`config.mk`:
```
export PLATFORM = sky130hd
export DESIGN_NAME = digit_pulse_gen_flat
export DESIGN_NICKNAME = d
export VERILOG_FILES = /design/src/rtl/edsac_timing_pkg.sv /design/src/rtl/digit_pulse_gen_if.sv /design/src/rtl/mod_counter.sv /design/src/rtl/digit_pulse_gen.sv /design/src/flat_wrapper.sv
export SDC_FILE = /design/constraint.sdc
export NUM_CORES = 1
export LEC_CHECK = 0
export CORE_MARGIN = 4
export CORE_UTILIZATION = 50
export CTS_BUF_LIST = sky130_fd_sc_hd__clkbuf_4 sky130_fd_sc_hd__clkbuf_8
export DETAILED_ROUTE_END_ITERATION = 16
export PLACE_DENSITY_LB_ADDON = 0.05
export REMOVE_ABC_BUFFERS = 1
export SLEW_MARGIN = 20
export SYNTH_ARGS = -nofsm -noshare
export SYNTH_HDL_FRONTEND = slang
export SYNTH_HIERARCHICAL = 1
export SYNTH_SLANG_ARGS = --single-unit
```
`constraint.sdc`:
```
create_clock -name clk -period 5.2 [get_ports clk]
set_input_delay 1.04 -clock clk [delete_from_list [all_inputs] [get_ports clk]]
set_output_delay 1.04 -clock clk [all_outputs]
set_load 0.01 [all_outputs]
```
`src/rtl/edsac_timing_pkg.sv`:
```
// Shared digit-timing constants and controller state type for the EDSAC control section.
package edsac_timing_pkg;

    localparam int unsigned DIGITS_DEFAULT = 36;
    localparam int unsigned MINORS_DEFAULT = 16;

    localparam int unsigned D0  = 0;
    localparam int unsigned D1  = 1;
    localparam int unsigned D18 = 18;
    localparam int unsigned D35 = 35;

    typedef enum logic [1:0] {
        IDLE,
        RUN,
        DRAIN
    } state_e;

endpackage

```
`src/rtl/digit_pulse_gen_if.sv`:
```
// Run/step controls and digit-timing outputs of digit_pulse_gen.
// dvec is present only when DIGIT_VECTOR_EN is defined.
interface digit_pulse_gen_if #(
    parameter int unsigned DIGITS = 36,
    parameter int unsigned MINORS = 16
);

    logic                        run;
    logic                        step;
    logic                        d0;
    logic                        d1;
    logic                        d18;
    logic                        d35;
    logic [5:0]                  digit;
    logic [$clog2(MINORS)-1:0]   minor;
    logic                        odd;
    logic                        major_start;
    logic                        running;
`ifdef DIGIT_VECTOR_EN
    logic [DIGITS-1:0]           dvec;
`endif

    // master is the pulse generator; slave is the controlling/consuming side
    modport master (
        input  run,
        input  step,
        output d0,
        output d1,
        output d18,
        output d35,
        output digit,
        output minor,
        output odd,
        output major_start,
`ifdef DIGIT_VECTOR_EN
        output dvec,
`endif
        output running
    );

    modport slave (
        output run,
        output step,
        input  d0,
        input  d1,
        input  d18,
        input  d35,
        input  digit,
        input  minor,
        input  odd,
        input  major_start,
`ifdef DIGIT_VECTOR_EN
        input  dvec,
`endif
        input  running
    );

endinterface

```
`src/rtl/mod_counter.sv`:
```
// Wrap-around counter 0..MODULUS-1 with enable; tc flags the last value.
module mod_counter #(
    parameter int unsigned WIDTH   = 6,
    parameter int unsigned MODULUS = 36
) (
    input  logic             clk,
    input  logic             rst,
    input  logic             en,
    output logic [WIDTH-1:0] count,
    output logic             tc
);

    localparam logic [WIDTH-1:0] LAST = WIDTH'(MODULUS - 1);

    logic [WIDTH-1:0] count_q;
    logic [WIDTH-1:0] count_d;

    assign tc    = (count_q == LAST);
    assign count = count_q;

    always_comb begin
        count_d = count_q;
        if (en) begin
            count_d = tc ? '0 : count_q + 1'b1;
        end
    end

    always_ff @(posedge clk or posedge rst) begin
        if (rst) begin
            count_q <= '0;
        end else begin
            count_q <= count_d;
        end
    end

endmodule

```
`src/rtl/digit_pulse_gen.sv`:
```
// Master digit-timing source: nested digit/minor counters gated by a run/stop/step controller.
// Optional full one-hot digit vector under DIGIT_VECTOR_EN.
module digit_pulse_gen
    import edsac_timing_pkg::*;
#(
    parameter int unsigned DIGITS = DIGITS_DEFAULT,
    parameter int unsigned MINORS = MINORS_DEFAULT
) (
    input logic              clk,
    input logic              rst,
    digit_pulse_gen_if.master bus
);

    localparam int unsigned MW = $clog2(MINORS);

    state_e          state_q;
    state_e          state_d;
    logic            running;
    logic            digit_tc;
    logic            minor_tc;
    logic [5:0]      digit;
    logic [MW-1:0]   minor;

    // State register
    always_ff @(posedge clk or posedge rst) begin
        if (rst) begin
            state_q <= IDLE;
        end else begin
            state_q <= state_d;
        end
    end

    // Next state: stopping is only honoured at the last digit of a minor cycle
    always_comb begin
        state_d = state_q;
        unique case (state_q)
            IDLE: begin
                if (bus.run) begin
                    state_d = RUN;
                end else if (bus.step) begin
                    state_d = DRAIN;
                end
            end
            RUN: begin
                if (!bus.run) begin
                    state_d = digit_tc ? IDLE : DRAIN;
                end
            end
            DRAIN: begin
                if (bus.run) begin
                    state_d = RUN;
                end else if (digit_tc) begin
                    state_d = IDLE;
                end
            end
            default: state_d = IDLE;
        endcase
    end

    assign running = (state_q != IDLE);

    mod_counter #(
        .WIDTH   (6),
        .MODULUS (DIGITS)
    ) u_digit_cnt (
        .clk   (clk),
        .rst   (rst),
        .en    (running),
        .count (digit),
        .tc    (digit_tc)
    );

    mod_counter #(
        .WIDTH   (MW),
        .MODULUS (MINORS)
    ) u_minor_cnt (
        .clk   (clk),
        .rst   (rst),
        .en    (running & digit_tc),
        .count (minor),
        .tc    (minor_tc)
    );

    // Outputs decode registered state and counters only
    always_comb begin
        bus.running     = running;
        bus.digit       = digit;
        bus.minor       = minor;
        bus.odd         = minor[0];
        bus.d0          = running & (digit == 6'(D0));
        bus.d1          = running & (digit == 6'(D1));
        bus.d18         = running & (digit == 6'(D18));
        bus.d35         = running & (digit == 6'(D35));
        bus.major_start = running & (digit == 6'(D0)) & (minor == '0);
    end

`ifdef DIGIT_VECTOR_EN
    always_comb begin
        bus.dvec = '0;
        for (int i = 0; i < int'(DIGITS); i++) begin
            bus.dvec[i] = running & (digit == 6'(i));
        end
    end
`endif

    logic unused_minor_tc;
    assign unused_minor_tc = minor_tc;

endmodule

```
`src/flat_wrapper.sv`:
```
// flat-port wrapper written by rule: the top's interface ports become plain ports
module digit_pulse_gen_flat import edsac_timing_pkg::*;
#(
    parameter int unsigned DIGITS = DIGITS_DEFAULT,
    parameter int unsigned MINORS = MINORS_DEFAULT
)
  (clk, rst, bus_run, bus_step, bus_d0, bus_d1, bus_d18, bus_d35, bus_digit, bus_minor, bus_odd, bus_major_start, bus_running);
  digit_pulse_gen_if #(.DIGITS(DIGITS), .MINORS(MINORS)) bus_i ();
  input logic clk;
  input logic rst;
  input wire logic [$bits(bus_i.run)-1:0] bus_run;
  input wire logic [$bits(bus_i.step)-1:0] bus_step;
  output wire logic [$bits(bus_i.d0)-1:0] bus_d0;
  output wire logic [$bits(bus_i.d1)-1:0] bus_d1;
  output wire logic [$bits(bus_i.d18)-1:0] bus_d18;
  output wire logic [$bits(bus_i.d35)-1:0] bus_d35;
  output wire logic [$bits(bus_i.digit)-1:0] bus_digit;
  output wire logic [$bits(bus_i.minor)-1:0] bus_minor;
  output wire logic [$bits(bus_i.odd)-1:0] bus_odd;
  output wire logic [$bits(bus_i.major_start)-1:0] bus_major_start;
  output wire logic [$bits(bus_i.running)-1:0] bus_running;
  assign bus_i.run = bus_run;
  assign bus_i.step = bus_step;
  assign bus_d0 = bus_i.d0;
  assign bus_d1 = bus_i.d1;
  assign bus_d18 = bus_i.d18;
  assign bus_d35 = bus_i.d35;
  assign bus_digit = bus_i.digit;
  assign bus_minor = bus_i.minor;
  assign bus_odd = bus_i.odd;
  assign bus_major_start = bus_i.major_start;
  assign bus_running = bus_i.running;
  digit_pulse_gen #(.DIGITS(DIGITS), .MINORS(MINORS)) u_core (.clk(clk), .rst(rst), .bus(bus_i));
endmodule
```
==> results.tsv, run 1 <==
stage	metric	value	unit
status	status	finished, final reports clean	
drt	DRC	0	
drt	routed wire length	1.463	mm
placed_design	placed cell area	878.3	um^2
global_routing	vias in the first global route	577	
sta	unrepaired setup endpoints after global routing	false	
finish	commonest non-fill, non-tap cells in the layout	clkdlybuf4s50_1 (20), dfrtp_1 (12), nand2_1 (6), nor3_1 (5)	
power_and_ir_drop	Peak VDD IR	0.3219	mV
yosys	Mapped Area	668.1	um^2
placed_design	Cell Count Post-Placement	100	
drt	antenna-violating nets left	0	
cts	TritonCTS buffer count	3	
yosys	Yosys Warn Count	6	
die	initial core utilization	0.5633	
die	Std-Cell Rows	12	
cts	TritonCTS clock tree	built	
die	die width	44.56	um
critical_path	Arr. time, crit path	1.90	ns
yosys	Synth Instances	67	
cts	Clk Latency, worst-skew pair	0.27	ns
critical_path	Slowest-stage cell, CP	clkdlybuf4s50_1	
sta	final setup skew	0.002338	ns
sta	final worst-path cycle share	0.5649	
global_routing	largest net degree at the start of global routing	11	
sta	final hold vios	0	
power_and_ir_drop	total design power	0.0004084	W
critical_path	CP endpoint kind	output port	
critical_path	cells along the critical path	or4_4 > nor3_2 > clkdlybuf4s50_1	
cts	CTS root buf	clkbuf_4	
die	DIE HEIGHT	44.56	um
die	die area	0.001985	mm^2
yosys	sequential-to-total area share from yosys stat	0.4494	
critical_path	Setup CP Type	reg2out	
sta	Final setup viols	0	
sta	Tmin final	2.938	ns
global_routing	GRT Util Overall	0.1820	
power_and_ir_drop	Clock Power Share	0.135	
cts	CTS max path bufs	2	
power_and_ir_drop	switching power	0.0001561	W
critical_path	Worst Path Max Fanout	8	
drt	Initial DRT Pass Iterations	4	
flow_run	max_cap viols	0	
sta	f_max	0.3404	GHz
die	I/O pin total	21	
power_and_ir_drop	Internal	0.0002524	W
drt	via count	582	
sta	final slew viol count	0	
sta	Slew @ Worst Pin	0.4770	ns
critical_path	critical path launch point type	flip-flop	
finish	nets@finish	97	
cts	PostCTS Resize Cnt	0	
drt	initial DRC count	3	
power_and_ir_drop	P per Cell Area	453.4	mW/mm^2
power_and_ir_drop	Reg power frac	0.428	
power_and_ir_drop	Static Leakage	0.3801	nW
drt	routed len/inst	14.20	um
cts	clock tree sinks	12	
finish	Layout Utilization	0.7595	
sta	Slew headroom	0.6811	
cts	H-tree depth	1	
finish	Area growth syn-to-layout	34.83	%
yosys	Unique masters post-synth	29	
cts	Worst-path clk slew	0.07	ns
critical_path	Critical Path Max Stage Delay	0.55	ns
cts	Post-CTS Setup Inserts	0	
die	area of the core	0.001186	mm^2
finish	diode count	0	
yosys	Mean Syn Cell Area	9.972	um^2
placed_design	Placer Congestion	0.7327	
placed_design	I/O Buffers	20	
worst_hold_path	Hold/Removal Path Class	reg2reg	
finish	fraction of layout cells with a size suffix above 1	0.1236	
placed_design	dpl hpwl	1.109	mm
global_routing	antenna violations before repair	0	
global_routing	GR Overflow Total	0	
cts	Hold Buf Count CTS	0	
finish	Filler cells	98	
yosys	#FFs+latches synth	12	
power_and_ir_drop	switching share of power	0.3821	
finish	fin cells	103	
critical_path	CP required	4.16	ns
power_and_ir_drop	combinational power share	0.437	
critical_path	Worst Path Buf+Inv	1	
finish	most common cell after layout, fill and taps aside	clkdlybuf4s50_1	
global_routing	first-pass GRT wire length	2.573	mm
critical_path	delay-heaviest family, CP	simple AND/OR/NAND/NOR gates	
finish	fin area	900.9	um^2
sta	setup TNS	0	ns
drt	detail-routed via count per cell	5.650	
[flip-flops by register name, indices dropped and copies added, names as in the netlist]
register and cells:
u_core/state_q 2, u_core/u_digit_cnt/count 6, u_core/u_minor_cnt/count 4
[power groups by stage]
stage | logic, W | registers [W] | clock network (W)
6_report | 0.000178 | 0.000175 | 0.0000550
3_5_place_dp | 0.000180 | 0.000177 | 0
5_1_grt | 0.000196 | 0.000183 | 0.0000648
3_3_place_gp | 0.000173 | 0.000173 | 0
4_1_cts | 0.000180 | 0.000175 | 0.0000593
2_1_floorplan | 0.0000822 | 0.000179 | 0
[logic make-up (layout without fill, tap and decap cells)]
kind of cell	after synthesis	after routing	synth area share
AND/OR/NAND/NOR	33	33	0.3090
flip-flops	12	12	0.4494
AO/OA/AOI/OAI	10	10	0.08613
buffers and inverters	4	26	0.02809
XOR/XNOR	3	3	0.03933
multiplexers	3	3	0.05056
adder cells (fa/ha/maj)	2	2	0.03745
[stage by stage]
stage	setup slack (ns)	hold slack (ns)
floorplan	2.960	0.4777
global placement	2.553	0.5091
detailed placement	2.545	0.5277
CTS	2.238	0.5369
global route	2.156	0.5861
finish	2.262	0.5298
[per-layer routing]
metal / share of wire / global-route usage / up-vias
met2: 0.49 / 0.2894 / 21
met5: 0 / 0 / -
met3: 0.079 / 0.04065 / 2
li1: - / - / 283
met1: 0.43 / 0.2298 / 276
met4: 0.0041 / 0.09036 / 0
[final cells by class]
type                    instances  area [um^2]  share of cell area
multi-input cells              51        349.1              0.3875
inverters                       3        11.26             0.01250
clock buffers                   3        22.52             0.02500
flip-flops and latches         12        300.3              0.3333
repair buffers                 20        200.2              0.2222
well taps                      14        17.52             0.01944
[cells in the mapped netlist]
library cell	count	area (um^2)
nor4b_2	1	15.01
nor4_1	1	6.260
nor2_1	2	7.510
and3_1	2	12.51
o21ai_1	3	15.01
nor3_2	1	10.01
mux2_2	3	33.78
a21boi_0	1	7.510
a21oi_1	3	15.01
ha_1	2	25.02
or3_1	2	12.51
inv_1	3	11.26
nand2_1	6	22.52
nand3_1	1	5.000
xnor2_1	3	26.28
nand4_1	2	12.51
nand3b_1	1	7.510
or4_4	1	11.26
nand2b_1	2	12.51
nand4_2	1	12.51
buf_4	1	7.510
a21o_1	1	7.510
o21ai_0	1	5.000
nor3_1	5	25.02
or2_4	1	8.760
and2_1	2	12.51
dfrtp_1	12	300.3
nor2b_1	2	12.51
o21a_1	1	7.510
[final timing paths]
path                                                         start  slack (ns)                                 endpoint  depth (start not counted)
max                        u_core/u_minor_cnt/count[0]$_DFFE_PP0P_        2.26                          bus_major_start                          3
min                                  u_core/state_q[0]$_DFFE_PP0P_        0.53            u_core/state_q[0]$_DFFE_PP0P_                          1
min in group asynchronous                                      rst        1.00            u_core/state_q[0]$_DFFE_PP0P_                          2
max reg2reg                u_core/u_digit_cnt/count[2]$_DFFE_PP0P_        3.24  u_core/u_minor_cnt/count[1]$_DFFE_PP0P_                          4
max in group asynchronous                                      rst        3.92  u_core/u_digit_cnt/count[5]$_DFFE_PP0P_                          2
min reg2reg                          u_core/state_q[0]$_DFFE_PP0P_        0.53            u_core/state_q[0]$_DFFE_PP0P_                          1
Power figures use the tool's default switching activity.
==> inputs of run 2 (changes only) <==
- CORE_UTILIZATION: 50 -> 42
- clock period: 5.2 -> 2.6 ns (I/O delays scaled with it)
==> run 2 against run 1 <==
Core utilization shrank 15 points. Critical path depth unchanged. Global-route usage fell by 4.9 points. Worst hold slack got worse by 0.072 ns. Clock power rose by 100%. Highest routed layer unchanged.
==> results.tsv, run 2 (synthesized netlist as in run 1, its figures left out) <==
stage	metric	value	unit
drt	DRC	0	
power_and_ir_drop	P per Cell Area	899.0	mW/mm^2
sta	Final WS setup	0.1699	ns
critical_path	Arr. time, crit path	1.91	ns
critical_path	cells along the critical path	or4_4 > nor3_2 > clkdlybuf4s50_1	
drt	detail-routed via count per cell	5.302	
critical_path	critical path launch point type	flip-flop	
sta	final hold vios	0	
cts	Hold Buf Count CTS	0	
critical_path	reg-to-reg slack, setup	0.66	ns
sta	f_max	0.4115	GHz
cts	clock tree sinks	12	
global_routing	vias in the first global route	478	
power_and_ir_drop	Static Leakage	0.3850	nW
cts	Post-CTS Setup Inserts	0	
die	die width	47.89	um
die	initial core utilization	0.4435	
cts	Worst-path clk slew	0.07	ns
cts	CTS max path bufs	2	
finish	fraction of layout cells with a size suffix above 1	0.1333	
critical_path	CP required	2.08	ns
drt	antenna-violating nets left	0	
critical_path	FF-to-FF End	u_core/u_minor_cnt/count[1]$_DFFE_PP0P_	
global_routing	first-pass GRT wire length	1.973	mm
global_routing	GRT Util Overall	0.1335	
cts	TritonCTS buffer count	3	
global_routing	largest net degree at the start of global routing	11	
cts	Clk Latency, worst-skew pair	0.27	ns
finish	Area growth syn-to-layout	36.33	%
finish	commonest non-fill, non-tap cells in the layout	clkdlybuf4s50_1 (20), dfrtp_1 (12), nand2_1 (6), nor3_1 (5)	
die	Std-Cell Rows	14	
finish	most common cell after layout, fill and taps aside	clkdlybuf4s50_1	
power_and_ir_drop	Peak VDD IR	0.5440	mV
critical_path	Critical Path Max Stage Delay	0.55	ns
cts	H-tree depth	1	
worst_hold_path	Hold/Removal Path Class	in2async	
sta	Final setup viols	0	
cts	CTS root buf	clkbuf_4	
critical_path	Setup CP Type	reg2out	
critical_path	reg2reg path depth	5	
die	DIE HEIGHT	47.89	um
sta	unrepaired setup endpoints after global routing	false	
placed_design	dpl hpwl	1.016	mm
sta	final worst-path cycle share	0.9346	
finish	nets@finish	98	
finish	Largest register FFs	6	
sta	setup TNS	0	ns
drt	routed wire length	1.288	mm
sta	final setup skew	0.002493	ns
global_routing	antenna violations before repair	0	
die	I/O pin total	21	
sta	final slew viol count	0	
finish	diode count	0	
sta	Slew headroom	0.7066	
global_routing	GR Overflow Total	0	
placed_design	I/O Buffers	20	
critical_path	Slowest-stage cell, CP	clkdlybuf4s50_1	
drt	via count	562	
drt	Initial DRT Pass Iterations	4	
critical_path	Worst Path Max Fanout	8	
cts	PostCTS Resize Cnt	0	
finish	Filler cells	136	
status	status	finished, final reports clean	
placed_design	pre-CTS setup slack	0.4445	ns
sta	Slew @ Worst Pin	0.4390	ns
drt	initial DRC count	3	
drt	routed len/inst	12.15	um
critical_path	CP endpoint kind	output port	
sta	Tmin final	2.430	ns
die	die area	0.002293	mm^2
cts	TritonCTS clock tree	built	
critical_path	r2r startpoint	u_core/u_digit_cnt/count[2]$_DFFE_PP0P_	
flow_run	max_cap viols	0	
die	area of the core	0.001506	mm^2
placed_design	Placer Congestion	0.7461	
## run 2: cell types whose count changed in the layout (fill, tap and decap cells not counted), sizes merged
| cell | previous run | this run |
|---|---|---|
| buf | 0 | 1 |
## run 2: stage by stage
stage | hold WS [ns] | instance area, um^2 | util | cells | total power (W)
6_report | 0.4575 | 910.9 | 0.6047 | 106 | 0.0008189
5_1_grt | 0.4530 | 910.9 | 0.6047 | 106 | 0.0008831
4_1_cts | 0.4425 | 910.9 | 0.6047 | 106 | 0.0008310
3_5_place_dp | 0.5048 | 888.4 | 0.5897 | 103 | 0.0007179
3_3_place_gp | 0.5149 | 888.4 | 0.5897 | 103 | 0.0007108
2_1_floorplan | 0.2612 | 660.6 | - | 66 | 0.0005228
## run 2: worst max-delay path: cells and delay by family (launching register included)
family,cells,cell delay (ns)
buf+inv,1,0.55
simple gates,2,0.65
flops,1,0.45
## run 2: cell type report
type | count | area, um^2 | share of cell area
Clock buffer | 3 | 22.52 | 0.02473
Inverter | 3 | 11.26 | 0.01236
Multi-Input combinational cell | 51 | 349.1 | 0.3832
Sequential cell | 12 | 300.3 | 0.3297
Tap cell | 16 | 20.02 | 0.02198
Timing Repair Buffer | 21 | 207.7 | 0.2280
## run 2: how the worst max path moves through the flow
stage	end	depth (start not counted)	slack, ns	from
final	bus_major_start	3	0.17	u_core/u_minor_cnt/count[0]$_DFFE_PP0P_
after global routing	bus_major_start	3	0.07	u_core/u_minor_cnt/count[0]$_DFFE_PP0P_
after CTS	bus_major_start	3	0.14	u_core/u_minor_cnt/count[0]$_DFFE_PP0P_
after detailed placement	bus_major_start	3	0.44	u_core/u_minor_cnt/count[0]$_DFFE_PP0P_
after global placement	bus_major_start	3	0.47	u_core/u_minor_cnt/count[0]$_DFFE_PP0P_
after floorplan	bus_major_start	2	0.88	u_core/u_minor_cnt/count[0]$_DFFE_PP0P_
## run 2: metal layers
layer | vias to the layer above | global-route usage | wire [um]
met1 | 255 | 0.1597 | 594
li1 | 287 | - | -
met2 | 16 | 0.1900 | 568
met4 | 0 | 0.1452 | 48
met5 | - | 0 | 0
met3 | 4 | 0.02256 | 77
## run 2: report_power, final
part | switching, W | internal (W)
clock network | 0.0000568 | 0.0000536
logic | 0.000158 | 0.000219
registers | 0.0000899 | 0.000241
total | 0.000305 | 0.000514
==> inputs of run 3 (changes only) <==
- CORE_UTILIZATION: 42 -> 47
- clock period: 2.6 -> 2.3 ns (I/O delays scaled with it)
==> run 3 against run 2 <==
First-iteration DRC count grew 67%. Clock skew grew 0.0022 ns. Combinational power grew 40%. Cell count grew 5.7%. Critical endpoint is now bus_d35. Highest routed layer unchanged.
==> results.tsv, run 3 (synthesized netlist as in run 1, its figures left out) <==
stage	metric	value	unit
power_and_ir_drop	P per Cell Area	1068	mW/mm^2
drt	Initial DRT Pass Iterations	4	
flow_run	max_cap viols	0	
critical_path	r2r startpoint	u_core/u_digit_cnt/count[2]$_DFFE_PP0P_	
die	Std-Cell Rows	13	
power_and_ir_drop	Peak VDD IR	0.6344	mV
critical_path	FF-to-FF End	u_core/u_minor_cnt/count[1]$_DFFE_PP0P_	
finish	Largest register FFs	6	
critical_path	crit path to	bus_d35	
placed_design	dpl hpwl	1.091	mm
status	status	finished, final reports clean	
die	area of the core	0.001318	mm^2
drt	met2 WL	706	um
global_routing	antenna violations before repair	0	
worst_hold_path	Hold/Removal Path Class	in2async	
global_routing	GR Overflow Total	0	
critical_path	critical path launch point type	flip-flop	
drt	antenna-violating nets left	0	
critical_path	reg-to-reg slack, setup	0.52	ns
sta	Tmin final	2.233	ns
global_routing	largest net degree at the start of global routing	11	
critical_path	Setup CP Type	reg2out	
global_routing	first-pass GRT wire length	2.490	mm
finish	diode count	0	
finish	fraction of layout cells with a size suffix above 1	0.2268	
sta	f_max	0.4479	GHz
finish	commonest non-fill, non-tap cells in the layout	clkdlybuf4s50_1 (17), dfrtp_1 (9), buf_4 (7), nand2_1 (6), nor3_1 (5)	
sta	final setup skew	0.004718	ns
critical_path	CP endpoint kind	output port	
die	I/O pin total	21	
finish	nets@finish	104	
critical_path	CP required	1.84	ns
global_routing	GRT Util Overall	0.1634	
sta	final slew viol count	0	
placed_design	I/O Buffers	20	
drt	initial DRC count	5	
finish	most common cell after layout, fill and taps aside	clkdlybuf4s50_1	
die	die width	45.71	um
drt	routed len/inst	13.26	um
cts	H-tree depth	1	
drt	M1 wire length	657	um
critical_path	Worst Path Max Fanout	6	
cts	TritonCTS clock tree	built	
drt	DRC	0	
die	initial core utilization	0.5071	
cts	Clk Latency, worst-skew pair	0.27	ns
placed_design	placed cell area	909.6	um^2
die	die area	0.002089	mm^2
cts	CTS max path bufs	2	
critical_path	Arr. time, crit path	1.77	ns
critical_path	Crit. Startpoint	u_core/u_digit_cnt/count[3]$_DFFE_PP0P_	
die	DIE HEIGHT	45.71	um
sta	final hold vios	0	
sta	Slew @ Worst Pin	0.2503	ns
finish	Area growth syn-to-layout	46.07	%
cts	TritonCTS buffer count	3	
finish	fin area	975.9	um^2
power_and_ir_drop	Static Leakage	0.4602	nW
sta	Final setup viols	0	
drt	detail-routed via count per cell	5.420	
drt	Met3 Routed Length	112	um
cts	Worst-path clk slew	0.08	ns
sta	Slew headroom	0.8329	
drt	via count	607	
sta	final worst-path cycle share	0.9708	
drt	Top Layer Used	met4	
cts	clock tree sinks	12	
finish	Filler cells	100	
sta	setup TNS	0	ns
drt	routed wire length	1.485	mm
critical_path	reg2reg path depth	5	
global_routing	vias in the first global route	574	
placed_design	Placer Congestion	0.7692	
cts	CTS root buf	clkbuf_4	
-- run 3: how the worst min path moves through the flow --
stage                                             start                       endpoint  slack [ns]  depth (start not counted)
final                                               rst  u_core/state_q[1]$_DFFE_PP0P_        0.38                          2
after global routing                                rst  u_core/state_q[1]$_DFFE_PP0P_        0.40                          2
after CTS                                           rst  u_core/state_q[1]$_DFFE_PP0P_        0.39                          2
after detailed placement  u_core/state_q[0]$_DFFE_PP0P_  u_core/state_q[0]$_DFFE_PP0P_        0.51                          1
after global placement    u_core/state_q[0]$_DFFE_PP0P_  u_core/state_q[0]$_DFFE_PP0P_        0.50                          1
after floorplan                                     rst  u_core/state_q[0]$_DFFE_PP0P_        0.20                          1
-- run 3: layout make-up --
| type | instances | area [um^2] | share of cell area |
|---|---|---|---|
| Multi-Input combinational cell | 51 | 349.1 | 0.3577 |
| Sequential cell | 12 | 304.0 | 0.3115 |
| Timing Repair Buffer | 27 | 256.5 | 0.2628 |
| Clock buffer | 4 | 36.28 | 0.03718 |
| Tap cell | 15 | 18.77 | 0.01923 |
| Inverter | 3 | 11.26 | 0.01154 |
-- run 3: through the flow --
| stage | power (W) | hold WS (ns) | std cells | setup slack, ns | util |
|---|---|---|---|---|---|
| floorplan | 0.0005910 | 0.2012 | 66 | 0.6136 | - |
| global placement | 0.0008297 | 0.5009 | 105 | 0.2280 | 0.6904 |
| detailed placement | 0.0008466 | 0.5111 | 105 | 0.2036 | 0.6904 |
| CTS | 0.001018 | 0.3857 | 110 | 0.01017 | 0.7236 |
| global route | 0.001121 | 0.3958 | 112 | -0.02519 | 0.7407 |
| finish | 0.001042 | 0.3827 | 112 | 0.06724 | 0.7407 |
-- run 3: layer usage --
metal | vias up | track usage
met5 | - | 0
li1 | 300 | -
met2 | 19 | 0.2535
met1 | 286 | 0.2260
met3 | 2 | 0.03557
met4 | 0 | 0.05114
-- run 3: worst max-delay path, cell delays in order (launching register included) --
cell	delay [ns]
dfrtp_2	0.45
nor2_1	0.15
nand3_1	0.12
nor3_1	0.20
clkdlybuf4s50_1	0.58
-- run 3: repair_timing --
| item | CTS | global route |
|---|---|---|
| hold buffers | 0 | 0 |
| resized for setup | 2 | 4 |
| buffers inserted | 1 | 2 |
| endpoints found under the setup margin | 1 | 4 |
-- run 3: where the power goes --
group / switching, W / internal [W] / leakage (nW)
registers: 0.0000663 / 0.000278 / 0.149
clock network: 0.0000731 / 0.0000961 / 0.0210
logic: 0.000235 / 0.000294 / 0.290
total: 0.000374 / 0.000668 / 0.460
